--- src/rtl/mips_pkg.sv ---
`default_nettype none
// +--------------------------------------------------------------------+
// | mips_pkg : shared opcodes, ALU-op/select encodings and FSM states  |
// | Rev 1.0                                                            |
// +--------------------------------------------------------------------+
package mips_pkg;

  localparam logic [5:0] OP_RTYPE = 6'b000000;
  localparam logic [5:0] OP_LW    = 6'b100011;
  localparam logic [5:0] OP_SW    = 6'b101011;
  localparam logic [5:0] OP_BEQ   = 6'b000100;
  localparam logic [5:0] OP_J     = 6'b000010;
  localparam logic [5:0] OP_ADDI  = 6'b001000;

  // Also consumed by aluControl; 2'b11 is reserved and never driven.
  localparam logic [1:0] ALUOP_ADD   = 2'b00;
  localparam logic [1:0] ALUOP_SUB   = 2'b01;
  localparam logic [1:0] ALUOP_FUNCT = 2'b10;

  localparam logic [1:0] SRCB_B      = 2'b00;
  localparam logic [1:0] SRCB_FOUR   = 2'b01;
  localparam logic [1:0] SRCB_IMM    = 2'b10;
  localparam logic [1:0] SRCB_IMM_SH = 2'b11;

  localparam logic [1:0] PCSRC_ALU    = 2'b00;
  localparam logic [1:0] PCSRC_ALUOUT = 2'b01;
  localparam logic [1:0] PCSRC_JUMP   = 2'b10;

  typedef enum logic [3:0] {
    S_FETCH  = 4'd0,
    S_DECODE = 4'd1,
    S_MEMADR = 4'd2,
    S_MEMRD  = 4'd3,
    S_MEMWB  = 4'd4,
    S_MEMWR  = 4'd5,
    S_EXEC   = 4'd6,
    S_ALUWB  = 4'd7,
    S_BRANCH = 4'd8,
    S_JUMP   = 4'd9,
    S_ADDIEX = 4'd10,
    S_ADDIWB = 4'd11
  } state_e;

  function automatic logic is_supported(input logic [5:0] op);
    return (op == OP_RTYPE) || (op == OP_LW) || (op == OP_SW) ||
           (op == OP_BEQ)   || (op == OP_J)  || (op == OP_ADDI);
  endfunction

endpackage
`default_nettype wire

--- src/rtl/main_control_fsm.sv ---
`default_nettype none
// +--------------------------------------------------------------------+
// | main_control_fsm : multicycle Small-MIPS main controller           |
// | Rev 1.0                                                            |
// +--------------------------------------------------------------------+
module main_control_fsm
  import mips_pkg::*;
#(
  parameter int INSTR_CNT_W = 16
) (
  input  logic                   i_clk,
  input  logic                   i_rst,
  input  logic [5:0]             i_opcode,
  input  logic                   i_zero,
  input  logic                   i_memReady,
  output logic                   o_pcWrite,
  output logic                   o_pcWriteCond,
  output logic                   o_iorD,
  output logic                   o_memRead,
  output logic                   o_memWrite,
  output logic                   o_irWrite,
  output logic                   o_regDst,
  output logic                   o_memToReg,
  output logic                   o_regWrite,
  output logic                   o_aluSrcA,
  output logic [1:0]             o_aluSrcB,
  output logic [1:0]             o_aluOp,
  output logic [1:0]             o_pcSource,
  output logic                   o_illegal,
  output logic [3:0]             o_state,
  output logic [INSTR_CNT_W-1:0] o_instrCount
);

  state_e                 state_q, state_d;
  logic [INSTR_CNT_W-1:0] cnt_q, cnt_d;
  logic                   retire;

  // The zero flag gates the PC load in the datapath, not here.
  logic unused_zero;
  assign unused_zero = i_zero;

  always_ff @(posedge i_clk) begin
    if (i_rst) begin
      state_q <= S_FETCH;
      cnt_q   <= '0;
    end else begin
      state_q <= state_d;
      cnt_q   <= cnt_d;
    end
  end

  always_comb begin
    state_d = state_q;
    retire  = 1'b0;
    case (state_q)
      S_FETCH:  if (i_memReady) state_d = S_DECODE;
      S_DECODE: begin
        case (i_opcode)
          OP_LW, OP_SW: state_d = S_MEMADR;
          OP_RTYPE:     state_d = S_EXEC;
          OP_BEQ:       state_d = S_BRANCH;
          OP_J:         state_d = S_JUMP;
          OP_ADDI:      state_d = S_ADDIEX;
          default:      state_d = S_FETCH;
        endcase
      end
      S_MEMADR: begin
        if (i_opcode == OP_LW)      state_d = S_MEMRD;
        else if (i_opcode == OP_SW) state_d = S_MEMWR;
        else                        state_d = S_FETCH;
      end
      S_MEMRD:  if (i_memReady) state_d = S_MEMWB;
      S_MEMWR: begin
        if (i_memReady) begin
          state_d = S_FETCH;
          retire  = 1'b1;
        end
      end
      S_EXEC:   state_d = S_ALUWB;
      S_ADDIEX: state_d = S_ADDIWB;
      S_MEMWB, S_ALUWB, S_BRANCH, S_JUMP, S_ADDIWB: begin
        state_d = S_FETCH;
        retire  = 1'b1;
      end
      default:  state_d = S_FETCH;
    endcase
    cnt_d = retire ? cnt_q + INSTR_CNT_W'(1) : cnt_q;
  end

  always_comb begin
    o_pcWrite     = 1'b0;
    o_pcWriteCond = 1'b0;
    o_iorD        = 1'b0;
    o_memRead     = 1'b0;
    o_memWrite    = 1'b0;
    o_irWrite     = 1'b0;
    o_regDst      = 1'b0;
    o_memToReg    = 1'b0;
    o_regWrite    = 1'b0;
    o_aluSrcA     = 1'b0;
    o_aluSrcB     = SRCB_B;
    o_aluOp       = ALUOP_ADD;
    o_pcSource    = PCSRC_ALU;
    o_illegal     = 1'b0;
    o_state       = state_q;
    case (state_q)
      S_FETCH: begin
        o_memRead = 1'b1;
        o_aluSrcB = SRCB_FOUR;
        o_irWrite = i_memReady;
        o_pcWrite = i_memReady;
      end
      S_DECODE: begin
        o_aluSrcB = SRCB_IMM_SH;
        o_illegal = ~is_supported(i_opcode);
      end
      S_MEMADR, S_ADDIEX: begin
        o_aluSrcA = 1'b1;
        o_aluSrcB = SRCB_IMM;
      end
      S_MEMRD: begin
        o_memRead = 1'b1;
        o_iorD    = 1'b1;
      end
      S_MEMWB: begin
        o_regWrite = 1'b1;
        o_memToReg = 1'b1;
      end
      S_MEMWR: begin
        o_memWrite = 1'b1;
        o_iorD     = 1'b1;
      end
      S_EXEC: begin
        o_aluSrcA = 1'b1;
        o_aluOp   = ALUOP_FUNCT;
      end
      S_ALUWB: begin
        o_regWrite = 1'b1;
        o_regDst   = 1'b1;
      end
      S_BRANCH: begin
        o_aluSrcA     = 1'b1;
        o_aluOp       = ALUOP_SUB;
        o_pcWriteCond = 1'b1;
        o_pcSource    = PCSRC_ALUOUT;
      end
      S_JUMP: begin
        o_pcWrite  = 1'b1;
        o_pcSource = PCSRC_JUMP;
      end
      S_ADDIWB:  o_regWrite = 1'b1;
      default: ;
    endcase
    // Reset overrides everything so an in-flight access is abandoned with no strobe.
    if (i_rst) begin
      o_pcWrite     = 1'b0;
      o_pcWriteCond = 1'b0;
      o_iorD        = 1'b0;
      o_memRead     = 1'b0;
      o_memWrite    = 1'b0;
      o_irWrite     = 1'b0;
      o_regDst      = 1'b0;
      o_memToReg    = 1'b0;
      o_regWrite    = 1'b0;
      o_aluSrcA     = 1'b0;
      o_aluSrcB     = SRCB_B;
      o_aluOp       = ALUOP_ADD;
      o_pcSource    = PCSRC_ALU;
      o_illegal     = 1'b0;
      o_state       = 4'd0;
    end
  end

  assign o_instrCount = cnt_q;

endmodule
`default_nettype wire

--- config.mk ---
export PLATFORM = sky130hd
export DESIGN_NAME = main_control_fsm
export DESIGN_NICKNAME = d
export VERILOG_FILES = /design/src/rtl/mips_pkg.sv /design/src/rtl/main_control_fsm.sv
export SDC_FILE = /design/constraint.sdc
export NUM_CORES = 1
export LEC_CHECK = 0
export ABC_AREA = 1
export CORE_MARGIN = 2
export CORE_UTILIZATION = 44
export CTS_BUF_LIST = sky130_fd_sc_hd__clkbuf_2 sky130_fd_sc_hd__clkbuf_4 sky130_fd_sc_hd__clkbuf_8
export DETAILED_ROUTE_END_ITERATION = 10
export PLACE_DENSITY = 0.79
export SYNTH_ARGS = -nofsm -noshare
export SYNTH_HDL_FRONTEND = slang
export SYNTH_SLANG_ARGS = --single-unit
export TNS_END_PERCENT = 50
--- constraint.sdc ---
create_clock -name i_clk -period 1.5 [get_ports i_clk]
set_clock_uncertainty 0.1 [all_clocks]
set_input_delay 0.225 -clock i_clk [delete_from_list [all_inputs] [get_ports i_clk]]
set_output_delay 0.225 -clock i_clk [all_outputs]
set_load 0.02 [all_outputs]
# Word level (Yosys, flattened, before mapping)
# Cells that the tools add are included.
[word_totals]
register_bits = 20
input_bits = 10
output_inout_bits = 37
word_cells = 76
[op_classes]
add_sub_neg = 1
n_eq_ne = 19
mux = 38
n_bitwise = 1
n_reduce_logical = 15
[op_table]
columns = ["operator", "count"]
rows = [
  ["case mux 4 bit (7 select lines)", 1],
  ["2-to-1 mux 1 bit", 22],
  ["case mux 4 bit (5 select lines)", 1],
  ["adder 16 x 1 -> 16 bit (second input constant)", 1],
  ["equality test 4 x 3 -> 1 bit (second input constant)", 4],
  ["equality test 4 bit (second input constant)", 4],
  ["2-to-1 mux 4 bit", 4],
  ["equality test 6 bit (second input constant)", 2],
  ["equality test 4 x 2 -> 1 bit (second input constant)", 2],
  ["case mux 2 bit (2 select lines)", 2],
  ["OR reduction 2 bit", 4],
  ["equality test 6 x 2 -> 1 bit (second input constant)", 1],
  ["equality test 6 x 3 -> 1 bit (second input constant)", 1],
  ["equality test 6 x 4 -> 1 bit (second input constant)", 1],
  ["logical NOT 6 bit", 1],
  ["2-to-1 mux 2 bit", 3],
  ["2-to-1 mux 3 bit", 2],
  ["inequality test 2 bit (second input constant)", 3],
  ["case mux 2 bit (3 select lines)", 1],
  ["logical OR 1 bit", 5],
  ["OR reduction 5 bit", 1],
  ["equality test 4 x 1 -> 1 bit (second input constant)", 1],
  ["logical NOT 4 bit", 1],
  ["case mux 1 bit (2 select lines)", 2],
  ["4 further kinds", 4],
]

# Logic depth before layout (Yosys ltp)
# Gate-level depths: netlist of the first run.
[depth]
depth_word = 9
depth_mapped = 10
mapped_depth_nobuf = 9

# Worst setup path before layout of the first run
# Ideal clock, no wire load.
[synth_timing]
path_type = "reg-to-reg"
from = "reg cnt_q[0] (netlist: o_instrCount[0])"
to = "reg cnt_q[14] (netlist: o_instrCount[14])"
setup_ns = 0.133
arrival_time_ns = 1.369
required_time_ns = 1.267
path_slack_ns = -0.102
stages_incl_launch_ff = 9
path_buffers = 0
period_less_slack_ns = 1.602
path_cell_list = "dfxtp_1 > ha_1 > nand2_1 > nor2_1 > nand3_1 > nand2_1 > nand2_1 > nand2_2 > a21oi_2"
[synth_between]
elab_chain_len = 1
[synth_lines]
columns = ["element", "line", "source"]
rows = [
  ["from (decl)", "main_control_fsm.sv:35", "logic [INSTR_CNT_W-1:0] cnt_q, cnt_d;"],
  ["from (signal assigned)", "main_control_fsm.sv:48", "cnt_q <= cnt_d;"],
  ["adder 16 x 1 -> 16 bit", "main_control_fsm.sv:87", "cnt_d = retire ? cnt_q + INSTR_CNT_W'(1) : cnt_q;"],
]
# No other way between the ends.
# A chain may end at the register's enable or synchronous reset.

# Final worst setup path of the first run
[layout_timing]
from = "reg state_q[3]"
to = "out o_aluSrcA"
[layout_between]
elab_chain_len = 4
elab_cells_between_ends = 7
classes_between = "eq/ne: 4; mux: 2; reduce/logical: 1"
[layout_lines]
columns = ["element", "line", "source"]
rows = [
  ["from (decl)", "main_control_fsm.sv:34", "state_e state_q, state_d;"],
  ["from (signal assigned)", "main_control_fsm.sv:47", "state_q <= state_d;"],
  ["equality test 4 bit (tied with other cells)", "main_control_fsm.sv:106", "case (state_q)"],
  ["OR reduction 4 bit (no line) (*)", "-", ""],
  ["2-to-1 mux 1 bit (*)", "main_control_fsm.sv:106", ""],
  ["2-to-1 mux 1 bit (*)", "main_control_fsm.sv:155", "if (i_rst) begin"],
  ["to (decl)", "main_control_fsm.sv:25", "output logic o_aluSrcA,"],
]
# Mark *: on every way between the ends. The rest lies on a longest branch, timed or not.

==> results of run 1 <==
sequential cells by signal (all words and copies together), names as in the netlist:
| register | cells |
|---|---|
| o_instrCount | 16 |
| state_q | 4 |
layer usage:
metal  track usage  up-vias  routed length, um
li1              -     1013                  -
met1         0.285      891               2200
met2         0.449       81               2750
met3        0.0270       11                275
met4         0.100        0                107
met5             0        -                  0
through the flow:
step / setup WS, ps / hold WS [ps] / cells / cell area [um2] / utilization
CTS: -233 / 400 / 399 / 2430 / 0.730
finish: -273 / 399 / 403 / 2630 / 0.788
global placement: -599 / 379 / 395 / 2420 / 0.724
floorplan: 10.5 / 348 / 257 / 1540 / -
global route: -369 / 447 / 403 / 2630 / 0.788
detailed placement: -641 / 385 / 395 / 2420 / 0.724
layout make-up:
type	count	area [um2]	area share
clock buffers	3	22.5	0.00856
flip-flops and latches	20	414	0.157
multi-input cells	203	1150	0.439
well taps	46	57.6	0.0219
repair buffers	103	865	0.329
inverters	28	118	0.0447
cells in the final DEF, fill, tap and decap left out, types with 8 or more instances in the layout:
master	count
nand2_2	16
inv_1	17
dlygate4sd2_1	17
a21oi_2	13
dfxtp_1	13
a21oi_1	8
nor2_1	30
nor2_2	11
nand3_1	14
buf_4	67
nand2_1	72
buf_6	10
how the worst max path moves through the flow:
stage	startpoint	end	slack, ps	cells after the start
after global placement	i_opcode[3]	o_illegal	-600	7
after global routing	state_q[1]	o_memRead	-370	6
after detailed placement	i_opcode[3]	o_illegal	-640	7
after floorplan	i_rst	o_pcSource[0]	10	4
after CTS	state_q[2]	o_illegal	-230	8
final	state_q[3]	o_aluSrcA	-270	6
synthesized netlist by cell type:
master,n
a21oi_1,12
a21oi_2,9
a31oi_1,1
buf_12,1
buf_4,2
clkbuf_1,4
clkinv_1,1
dfxtp_1,20
ha_1,1
inv_1,25
inv_2,2
nand2_1,81
nand2_2,11
nand2_4,1
nand3_1,14
nand3b_1,2
nand4_1,6
nor2_1,45
nor2_2,1
nor2_4,1
nor3_1,4
o211ai_1,1
o21ai_0,3
o21ai_4,1
o22ai_1,1
xnor2_1,2
xor2_1,5
critical path, cell delays in order, from the launching register on:
cell	delay [ps]
dfxtp_2	360
buf_4	130
nand2_2	90
nor2_4	120
nor2_2	70
a31oi_1	190
buf_4	170
kinds of logic (layout without fill, tap and decap cells):
| logic type | Yosys count | count (layout) | synth area share |
|---|---|---|---|
| and+or+nand+nor | 166 | 167 | 0.465 |
| DFF | 20 | 20 | 0.261 |
| adders and majority gates | 1 | 1 | 0.00816 |
| xor gates and xnor gates | 7 | 7 | 0.0400 |
| AOI/OAI and AO/OA | 28 | 28 | 0.124 |
| buffers and inverters | 35 | 134 | 0.101 |
power by group:
group          internal, mW  leakage, nW  switching, mW  total (mW)
logic                 0.148         1.05          0.176       0.324
clock network        0.0937       0.0138          0.160       0.253
registers             0.534        0.165        0.00631       0.541
repair_timing:
action	4_1_cts	5_1_grt
pin swaps	2	8
gates cloned	1	0
resized for setup	147	53
setup buffers	0	4
setup endpoints to repair	56	41
==> results.sh, run 1 <==
export IMPL_drtIter0Drc=129
export IMPL_hold_viol_final=0
export IMPL_setup_ws_ps=-273
export IMPL_first_global_vias=1840
export IMPL_synth_seq_cells=20
export IMPL_port_buffers=45
export IMPL_r2r_slack_ps=-190
export IMPL_whs_path_depth=2
export IMPL_ir_worst_vdd_uv=361
export IMPL_syn_nets=268
export IMPL_reg2reg_to="o_instrCount[1]"
export IMPL_drt_vias_per_instance=4.95
export IMPL_start_util=0.459
export IMPL_leakage_nw=1.23
export IMPL_p_total_mw=1.12
export IMPL_yosysUniqueCellTypes=27
export IMPL_clk_pin_slew_ps=100
export IMPL_syn_area_per_cell_um2=5.96
export IMPL_syn_area_um2=1530
export IMPL_cts_tree="built"
export IMPL_synth_warnings=0
export IMPL_clockBufferDepth=2
export IMPL_coreArea_um2=3340
export IMPL_n_antenna_cell=0
export IMPL_grt_max_degree=17
export IMPL_ios=47
export IMPL_fmax_mhz=564
export IMPL_maxSlewViolCount=0
export IMPL_drt_wl_total_um=5330
export IMPL_hold_path_class="reg -> reg"
export IMPL_grt_use_total=0.245
export IMPL_critPathArrivalTime_ps=1450
export IMPL_drive_above_1_share=0.437
export IMPL_vias=1996
export IMPL_drc=0
export IMPL_grt_pass1_wl_um=7970
export IMPL_cts_sinks=20
export IMPL_power_density_nw_per_um2=425
export IMPL_fillers=231
export IMPL_rows=21
export IMPL_netlist_instances=257
export IMPL_worstSkewPairLatency_ps=300
export IMPL_tns_ps=-5480
export IMPL_die_height_um=63.0
export IMPL_numCtsBuffers=3
export IMPL_drt_pass1_iter_count=4
export IMPL_hold_buffers=0
export IMPL_dieArea_um2=3970
export IMPL_crit_type="reg -> out"
export IMPL_yosysSeqAreaShare=0.261
export IMPL_dp_hpwl_um=3590
export IMPL_htreeDepth=1
export IMPL_root_buffer="clkbuf_4"
export IMPL_die_w_um=63.0
export IMPL_antenna_left=0
export IMPL_max_slew_margin_rel=0.792
export IMPL_synth_area_leaders="dfxtp_1 (26%), nand2_1 (20%), nor2_1 (11%)"
export IMPL_fin_crit_sh=1.18
export IMPL_finalSetupViolCount=34
export IMPL_cp_start_kind="flip-flop"
export IMPL_final_nets=370
export IMPL_r2r_cells=10
export IMPL_gr_total_overflow=0
export IMPL_setup_worst_path_end_class="primary output"
export IMPL_yosysTopAreaCellShare=0.261
export IMPL_crit_fanout=3
export IMPL_antenna_found_initial=0
export IMPL_worstHoldStart="o_instrCount[15]"
export IMPL_cp_required_ps=1170
export IMPL_gp_congestion=0.866
export IMPL_synth_top_area_cell="dfxtp_1"
export IMPL_fin_crit_ps=1770
export IMPL_area_growth_syn_to_layout_pct=71.6
export IMPL_hold_end="o_instrCount[15]"
export IMPL_rsz0062_at_grt="true"
export IMPL_wire_per_inst_um=13.2
export IMPL_maxCapViolCount=0
export IMPL_worst_pin_slew_ps=312
export IMPL_status="complete, but fails checks"
export IMPL_r2r_start="state_q[0]"
export IMPL_violations="negative setup slack"
(Power assumes the default switching activity.)
==> run 2, diff against run 1 <==
--- a/config.mk
+++ b/config.mk
@@ -6,11 +6,13 @@
 export NUM_CORES = 1
 export LEC_CHECK = 0
 export ABC_AREA = 1
+export ABC_CLOCK_PERIOD_IN_PS = 1500
 export CORE_MARGIN = 2
 export CORE_UTILIZATION = 44
 export CTS_BUF_LIST = sky130_fd_sc_hd__clkbuf_2 sky130_fd_sc_hd__clkbuf_4 sky130_fd_sc_hd__clkbuf_8
 export DETAILED_ROUTE_END_ITERATION = 10
 export PLACE_DENSITY = 0.79
+export SLEW_MARGIN = 15
 export SYNTH_ARGS = -nofsm -noshare
 export SYNTH_HDL_FRONTEND = slang
 export SYNTH_SLANG_ARGS = --single-unit
==> results of run 2 <==
Same layout as run 1: the final DEF is identical, and so are final timing and power.
==> run 3, diff against run 2 <==
--- a/config.mk
+++ b/config.mk
@@ -6,7 +6,6 @@
 export NUM_CORES = 1
 export LEC_CHECK = 0
 export ABC_AREA = 1
-export ABC_CLOCK_PERIOD_IN_PS = 1500
 export CORE_MARGIN = 2
 export CORE_UTILIZATION = 44
 export CTS_BUF_LIST = sky130_fd_sc_hd__clkbuf_2 sky130_fd_sc_hd__clkbuf_4 sky130_fd_sc_hd__clkbuf_8
==> results of run 3 <==
Same layout as run 1: the final DEF is identical, and so are final timing and power.
